## src/rtl/channel_cmd_responder.sv

```systemverilog
// Channel-side command responder: parses 3-word command packets from the link
// and answers with a burst read, status word or error word.
module channel_cmd_responder #(
  parameter logic [3:0] CHAN_ID    = 4'd0,
  parameter int         BURST_LEN  = 8,
  parameter int         ADDR_WIDTH = 12
) (
  input  logic                  clk,
  input  logic                  rst_n,
  input  logic [31:0]           rx_data,
  input  logic                  rx_valid,
  input  logic                  rx_last,
  output logic                  rx_ready,
  output logic [31:0]           tx_data,
  output logic                  tx_valid,
  output logic                  tx_last,
  input  logic                  tx_ready,
  output logic [ADDR_WIDTH-1:0] mem_addr,
  output logic                  mem_rd_en,
  input  logic [31:0]           mem_rd_data,
  output logic                  busy,
  output logic [15:0]           err_count
);

  typedef enum logic [3:0] {
    IDLE, GET_CODE, GET_ARG, DRAIN,
    SEND_CSN, SEND_CODE, FETCH, LOAD, SEND_DATA, SEND_STATUS
  } state_t;

  localparam logic [31:0] CODE_READ   = 32'h0000_0001;
  localparam logic [31:0] CODE_STATUS = 32'h0000_0002;
  localparam logic [8:0]  BURST_INIT  = 9'(BURST_LEN);

  state_t                state;
  logic [31:0]           csn;
  logic [31:0]           code;
  logic [ADDR_WIDTH-1:0] arg;
  logic [ADDR_WIDTH-1:0] addr;
  logic [8:0]            remaining;
  logic                  rx_fire;
  logic                  tx_fire;
  logic [15:0]           err_inc;
  logic                  code_known;

  assign rx_ready   = (state == IDLE) || (state == GET_CODE) ||
                      (state == GET_ARG) || (state == DRAIN);
  assign tx_valid   = (state == SEND_CSN) || (state == SEND_CODE) ||
                      (state == SEND_DATA) || (state == SEND_STATUS);
  assign busy       = (state != IDLE);
  assign rx_fire    = rx_valid && rx_ready;
  assign tx_fire    = tx_valid && tx_ready;
  assign err_inc    = (&err_count) ? err_count : err_count + 16'd1;
  assign code_known = (code == CODE_READ) || (code == CODE_STATUS);

  always_ff @(posedge clk or negedge rst_n) begin
    if (!rst_n) begin
      state     <= IDLE;
      csn       <= '0;
      code      <= '0;
      arg       <= '0;
      addr      <= '0;
      remaining <= '0;
      tx_data   <= '0;
      tx_last   <= 1'b0;
      mem_addr  <= '0;
      mem_rd_en <= 1'b0;
      err_count <= '0;
    end else begin
      case (state)
        IDLE: if (rx_fire) begin
          csn <= rx_data;
          if (rx_last) err_count <= err_inc;
          else         state     <= GET_CODE;
        end
        GET_CODE: if (rx_fire) begin
          code <= rx_data;
          if (rx_last) begin
            err_count <= err_inc;
            state     <= IDLE;
          end else begin
            state <= GET_ARG;
          end
        end
        GET_ARG: if (rx_fire) begin
          arg <= rx_data[ADDR_WIDTH-1:0];
          if (!rx_last) begin
            err_count <= err_inc;
            state     <= DRAIN;
          end else begin
            tx_data <= csn;
            tx_last <= 1'b0;
            state   <= SEND_CSN;
          end
        end
        DRAIN: if (rx_fire && rx_last) state <= IDLE;
        SEND_CSN: if (tx_fire) begin
          // Unknown codes are answered with the error flag set and end the packet.
          tx_data <= code_known ? code : (code | 32'h8000_0000);
          tx_last <= !code_known;
          state   <= SEND_CODE;
        end
        SEND_CODE: if (tx_fire) begin
          if (code == CODE_READ) begin
            addr      <= arg;
            remaining <= BURST_INIT;
            mem_addr  <= arg;
            mem_rd_en <= 1'b1;
            state     <= FETCH;
          end else if (code == CODE_STATUS) begin
            tx_data <= {CHAN_ID, 12'h000, err_count};
            tx_last <= 1'b1;
            state   <= SEND_STATUS;
          end else begin
            tx_last <= 1'b0;
            state   <= IDLE;
          end
        end
        FETCH: begin
          mem_rd_en <= 1'b0;
          state     <= LOAD;
        end
        LOAD: begin
          tx_data <= mem_rd_data;
          tx_last <= (remaining == 9'd1);
          state   <= SEND_DATA;
        end
        SEND_DATA: if (tx_fire) begin
          addr      <= addr + 1'b1;
          remaining <= remaining - 9'd1;
          if (tx_last) begin
            tx_last <= 1'b0;
            state   <= IDLE;
          end else begin
            mem_addr  <= addr + 1'b1;
            mem_rd_en <= 1'b1;
            state     <= FETCH;
          end
        end
        SEND_STATUS: if (tx_fire) begin
          tx_last <= 1'b0;
          state   <= IDLE;
        end
        default: state <= IDLE;
      endcase
    end
  end

endmodule

```

## config.mk

```make
export PLATFORM = sky130hd
export DESIGN_NAME = channel_cmd_responder
export DESIGN_NICKNAME = d
export VERILOG_FILES = /design/src/rtl/channel_cmd_responder.sv
export SDC_FILE = /design/constraint.sdc
export NUM_CORES = 1
export LEC_CHECK = 0
export BUFFER_PORTS_ARGS = -buffer_cell sky130_fd_sc_hd__buf_2
export CAP_MARGIN = 20
export CORE_ASPECT_RATIO = 2
export CORE_UTILIZATION = 61
export CTS_CLUSTER_DIAMETER = 80
export DETAILED_ROUTE_END_ITERATION = 6
export GPL_TIMING_DRIVEN = 0
export HOLD_SLACK_MARGIN = 0.08
export PLACE_DENSITY = 0.89
export SYNTH_ARGS = -nofsm -noshare
export SYNTH_HDL_FRONTEND = slang
export SYNTH_SLANG_ARGS = --single-unit
```

## constraint.sdc

```tcl
create_clock -name clk -period 3.5 [get_ports clk]
set_input_delay 0.35 -clock clk [delete_from_list [all_inputs] [get_ports clk]]
set_output_delay 0.35 -clock clk [all_outputs]
set_load 0.02 [all_outputs]
```

==> results.txt <==
Die Height: 166.1 um
Initial antenna violation count: 2
Crit path DAT: 3.11 ns
Slew Viols, Final: 0
Die Footprint: 0.01396 mm2
FILL cells: 893
ANT nets after route: 0
Unrepaired setup endpoints after global routing: no
Async SR Flop Fraction: 1.000
Flop2flop setup slack: 0.70 ns
Area of the mapped netlist: 0.008214 mm2
Num rows: 59
Synthesized Nets: 819
Reg2Reg Launch Point: code[27]$_DFFE_PN0P_
CP Class: reg2reg
Worst path max stage delay: 0.55 ns
Failing checks: design-rule violations
Relative max-transition margin: 0.4711
Post-synthesis mux area share: 0.1936
Setup Skew: 0.01512 ns
Status: complete, but fails checks
Complex-gate fraction of the synthesized area: 0.1177
Layout Utilization: 0.7427
Post-synth cell types: 61
Core ar.: 0.01307 mm2
CTS tree: done
Met3 usage: 0.05815
Grt met1 use: 0.3443
Number of global-route vias before repair: 7309
Required time worst endpoint: 3.81 ns
R2R depth: 7
Cell Pwr Density: 823.9 mW/mm2
Slowest-stage cell, CP: nor4_1
Clock transition at the registers of the reported paths: 0.07 ns
Syn_area_per_cell: 11.01 um2
Cell Int Power: 4978 uW
DRT Wirelength: 22740 um
Cells after synthesis: 746
Ports: 134
Final Hold Vio Count: 0
Drt initial violations: 670
Largest net degree at the start of global routing: 89
Via density: 6.490
Initial Utilization: 0.6287
Synth top area share: 0.4966
Final Critical Period: 2.798 ns
Simple-Gate Fraction of Synth Area: 0.1191
Layout Cells excl Fill: 1065
EDFF count, synth: 0
Setup total negative slack: 0 ns
Setup Buffers After CTS: 0
Clock network power share: 0.237
Total track usage: 0.3361
Max IR drop VDD: 0.0006593 V
Synth area leaders: dfrtp_1, mux2_2, mux2i_1
DRT Pass-1 Iters: 7
Synth Flop Type: dfrtp_1
Crit path max fanout: 10
# port buffers: 131
Adder-Cell Fraction of Synth Area: 0.006093
Top cell type by total area after synthesis: dfrtp_1
Max clock buf depth: 2
Dpl ws: 0.7721 ns
Fmax: 0.3573 GHz
CP Launch Point: code[27]$_DFFE_PN0P_
NetSw: 3018 uW
Yosys warnings: 0
Type of the worst min-delay path: in2reg
Skew-Pair Late Insertion Delay: 0.44 ns
WL per Instance: 21.35 um
Leakage power: 0.004516 uW
Post-route DRC: 16
Number of max-cap violations: 0
Share of layout cells above drive strength 1: 0.3019
Sequential area share after synthesis: 0.4966
# setup viols final: 0
Crit path cell chain: nor4_1 > nand3_1 > o31ai_4 > and2_1 > buf_2 > buf_6 > mux2_1
Root Driver: clkbuf_16
GPL Wtd Cong: 0.9396
M2 GR Usage: 0.5966
DP Cell Count: 1030
Layer with the highest usage: met2
Net Sw Frac: 0.3775
Clk sinks: 163
Combinational family with the most area after synthesis: multiplexers
Startpoint types: flip-flop
Combinational power share: 0.368
DR vias: 6912
Inserted Clock Buffers: 17
Remaining Overflow, GRT: 0
Pwr Total: 7995 uW
Crit path capture: addr[10]$_DFFE_PN0P_
First-pass GRT wire length: 36030 um
Sequential share of power: 0.396
CTS Hold Bufs: 1
Actual slew at the worst max-slew pin: 0.7861 ns
Post-CTS Resized: 0
Area growth syn-to-layout: 18.14%
Final setup margin: 0.7015 ns
Register bit total from synthesis: 163
DP HPWL: 16480 um
CTS H-tree depth: 4
RR Endpoint: addr[10]$_DFFE_PN0P_
Die width: 84.06 um
Post-synthesis xor/xnor area fraction: 0.02879
NumNets Final: 971
Crit end category: flip-flop
Final period util: 0.7996
==> kinds of logic after synthesis <==
group                    after synthesis
AO/OA/AOI/OAI                        144
XOR/XNOR                              27
adder cells (fa/ha/maj)                4
buffers and inverters                 75
flip-flops                           163
multiplexers                         145
AND/OR/NAND/NOR                      188
==> stage by stage <==
step | hold WS (ns) | cell area, um2
after floorplan | 0.05441 | 8214
after global placement | 0.4590 | 9060
after detailed placement | 0.4023 | 9097
after CTS | 0.1666 | 9699
after global routing | 0.1644 | 9704
final | 0.1665 | 9704
==> layout by cell type, fill, tap and decap left out, types with 3 or more instances in the layout <==
master / synthesis / layout
buf_1: 12 / 12
o21ai_0: 14 / 14
nand2b_1: 5 / 5
ha_1: 4 / 4
inv_6: 0 / 3
a31oi_1: 7 / 7
o211ai_1: 3 / 3
o21ai_1: 4 / 4
mux2_2: 82 / 82
a221o_1: 15 / 15
a31o_2: 3 / 3
dfrtp_1: 163 / 163
mux2i_1: 34 / 34
xor2_1: 4 / 4
a21o_1: 5 / 5
nor4_1: 7 / 7
nand2_1: 45 / 45
and2_1: 5 / 5
nor2b_1: 5 / 5
clkinv_2: 0 / 4
nand4_1: 6 / 6
clkbuf_1: 23 / 23
a21oi_1: 52 / 52
nor4_2: 4 / 4
nor3_1: 11 / 11
and3_1: 11 / 11
o22ai_1: 17 / 17
xnor2_1: 23 / 23
buf_2: 13 / 143
clkinv_4: 0 / 4
clkbuf_16: 0 / 17
inv_1: 25 / 25
and4_1: 3 / 3
o41ai_1: 3 / 3
nor2_1: 38 / 38
mux2_1: 29 / 29
nand3_1: 36 / 36
==> cell type report <==
cell class | instances | area (um2) | share of cell area
clock buffers | 18 | 439.2 | 0.04526
well taps | 152 | 190.2 | 0.01960
clock inverters | 14 | 152.6 | 0.01573
inverters | 25 | 93.84 | 0.009670
repair buffers | 133 | 703.2 | 0.07246
plain buffers | 50 | 219.0 | 0.02256
multi-input cells | 508 | 3822 | 0.3939
diodes | 2 | 5.005 | 0.0005157
flip-flops and latches | 163 | 4079 | 0.4203
==> registers in the layout, indices dropped and copies added (netlist names) <==
name,cells
remaining,9
arg,12
code,32
tx_last,1
tx_data,32
state,4
mem_addr,12
err_count,16
addr,12
mem_rd_en,1
csn,32
==> Yosys cell counts, types with 17 or more instances <==
cell and instances:
o22ai_1 17, a21oi_1 52, xnor2_1 23, clkbuf_1 23, nand2_1 45, nor2_1 38
mux2_1 29, mux2i_1 34, nand3_1 36, inv_1 25, dfrtp_1 163, mux2_2 82
==> power groups by stage <==
stage / Combinational (uW) / Sequential, uW / Clock, uW
2_1_floorplan: 1760 / 3300 / 0
3_3_place_gp: 2780 / 3120 / 0
3_5_place_dp: 2880 / 3160 / 0
4_1_cts: 2920 / 3140 / 1890
5_1_grt: 3160 / 3230 / 1980
6_report: 2940 / 3170 / 1890
==> routing by layer <==
layer,up-vias,wire (um)
met5,-,0
met4,0,1517
met3,115,1156
met2,367,12360
met1,3411,7708
li1,3019,-
==> critical path, delay by kind of cell (launching register included) <==
kind | cells | cell delay, ns
simple gates | 3 | 1.13
compound gates | 1 | 0.41
flops | 1 | 0.40
buf+inv | 2 | 0.40
mux | 1 | 0.33
==> worst min-delay path by stage <==
stage,from,endpoint,cells past startpoint
after floorplan,rst_n,addr[0]$_DFFE_PN0P_,0
after global placement,remaining[7]$_DFFE_PN0P_,remaining[7]$_DFFE_PN0P_,1
after detailed placement,rst_n,csn[20]$_DFFE_PN0P_,1
after CTS,rx_data[27],code[27]$_DFFE_PN0P_,2
after global routing,rx_data[27],code[27]$_DFFE_PN0P_,2
final,rx_data[20],csn[20]$_DFFE_PN0P_,2
No activity file was read; power rests on OpenSTA's default activity.
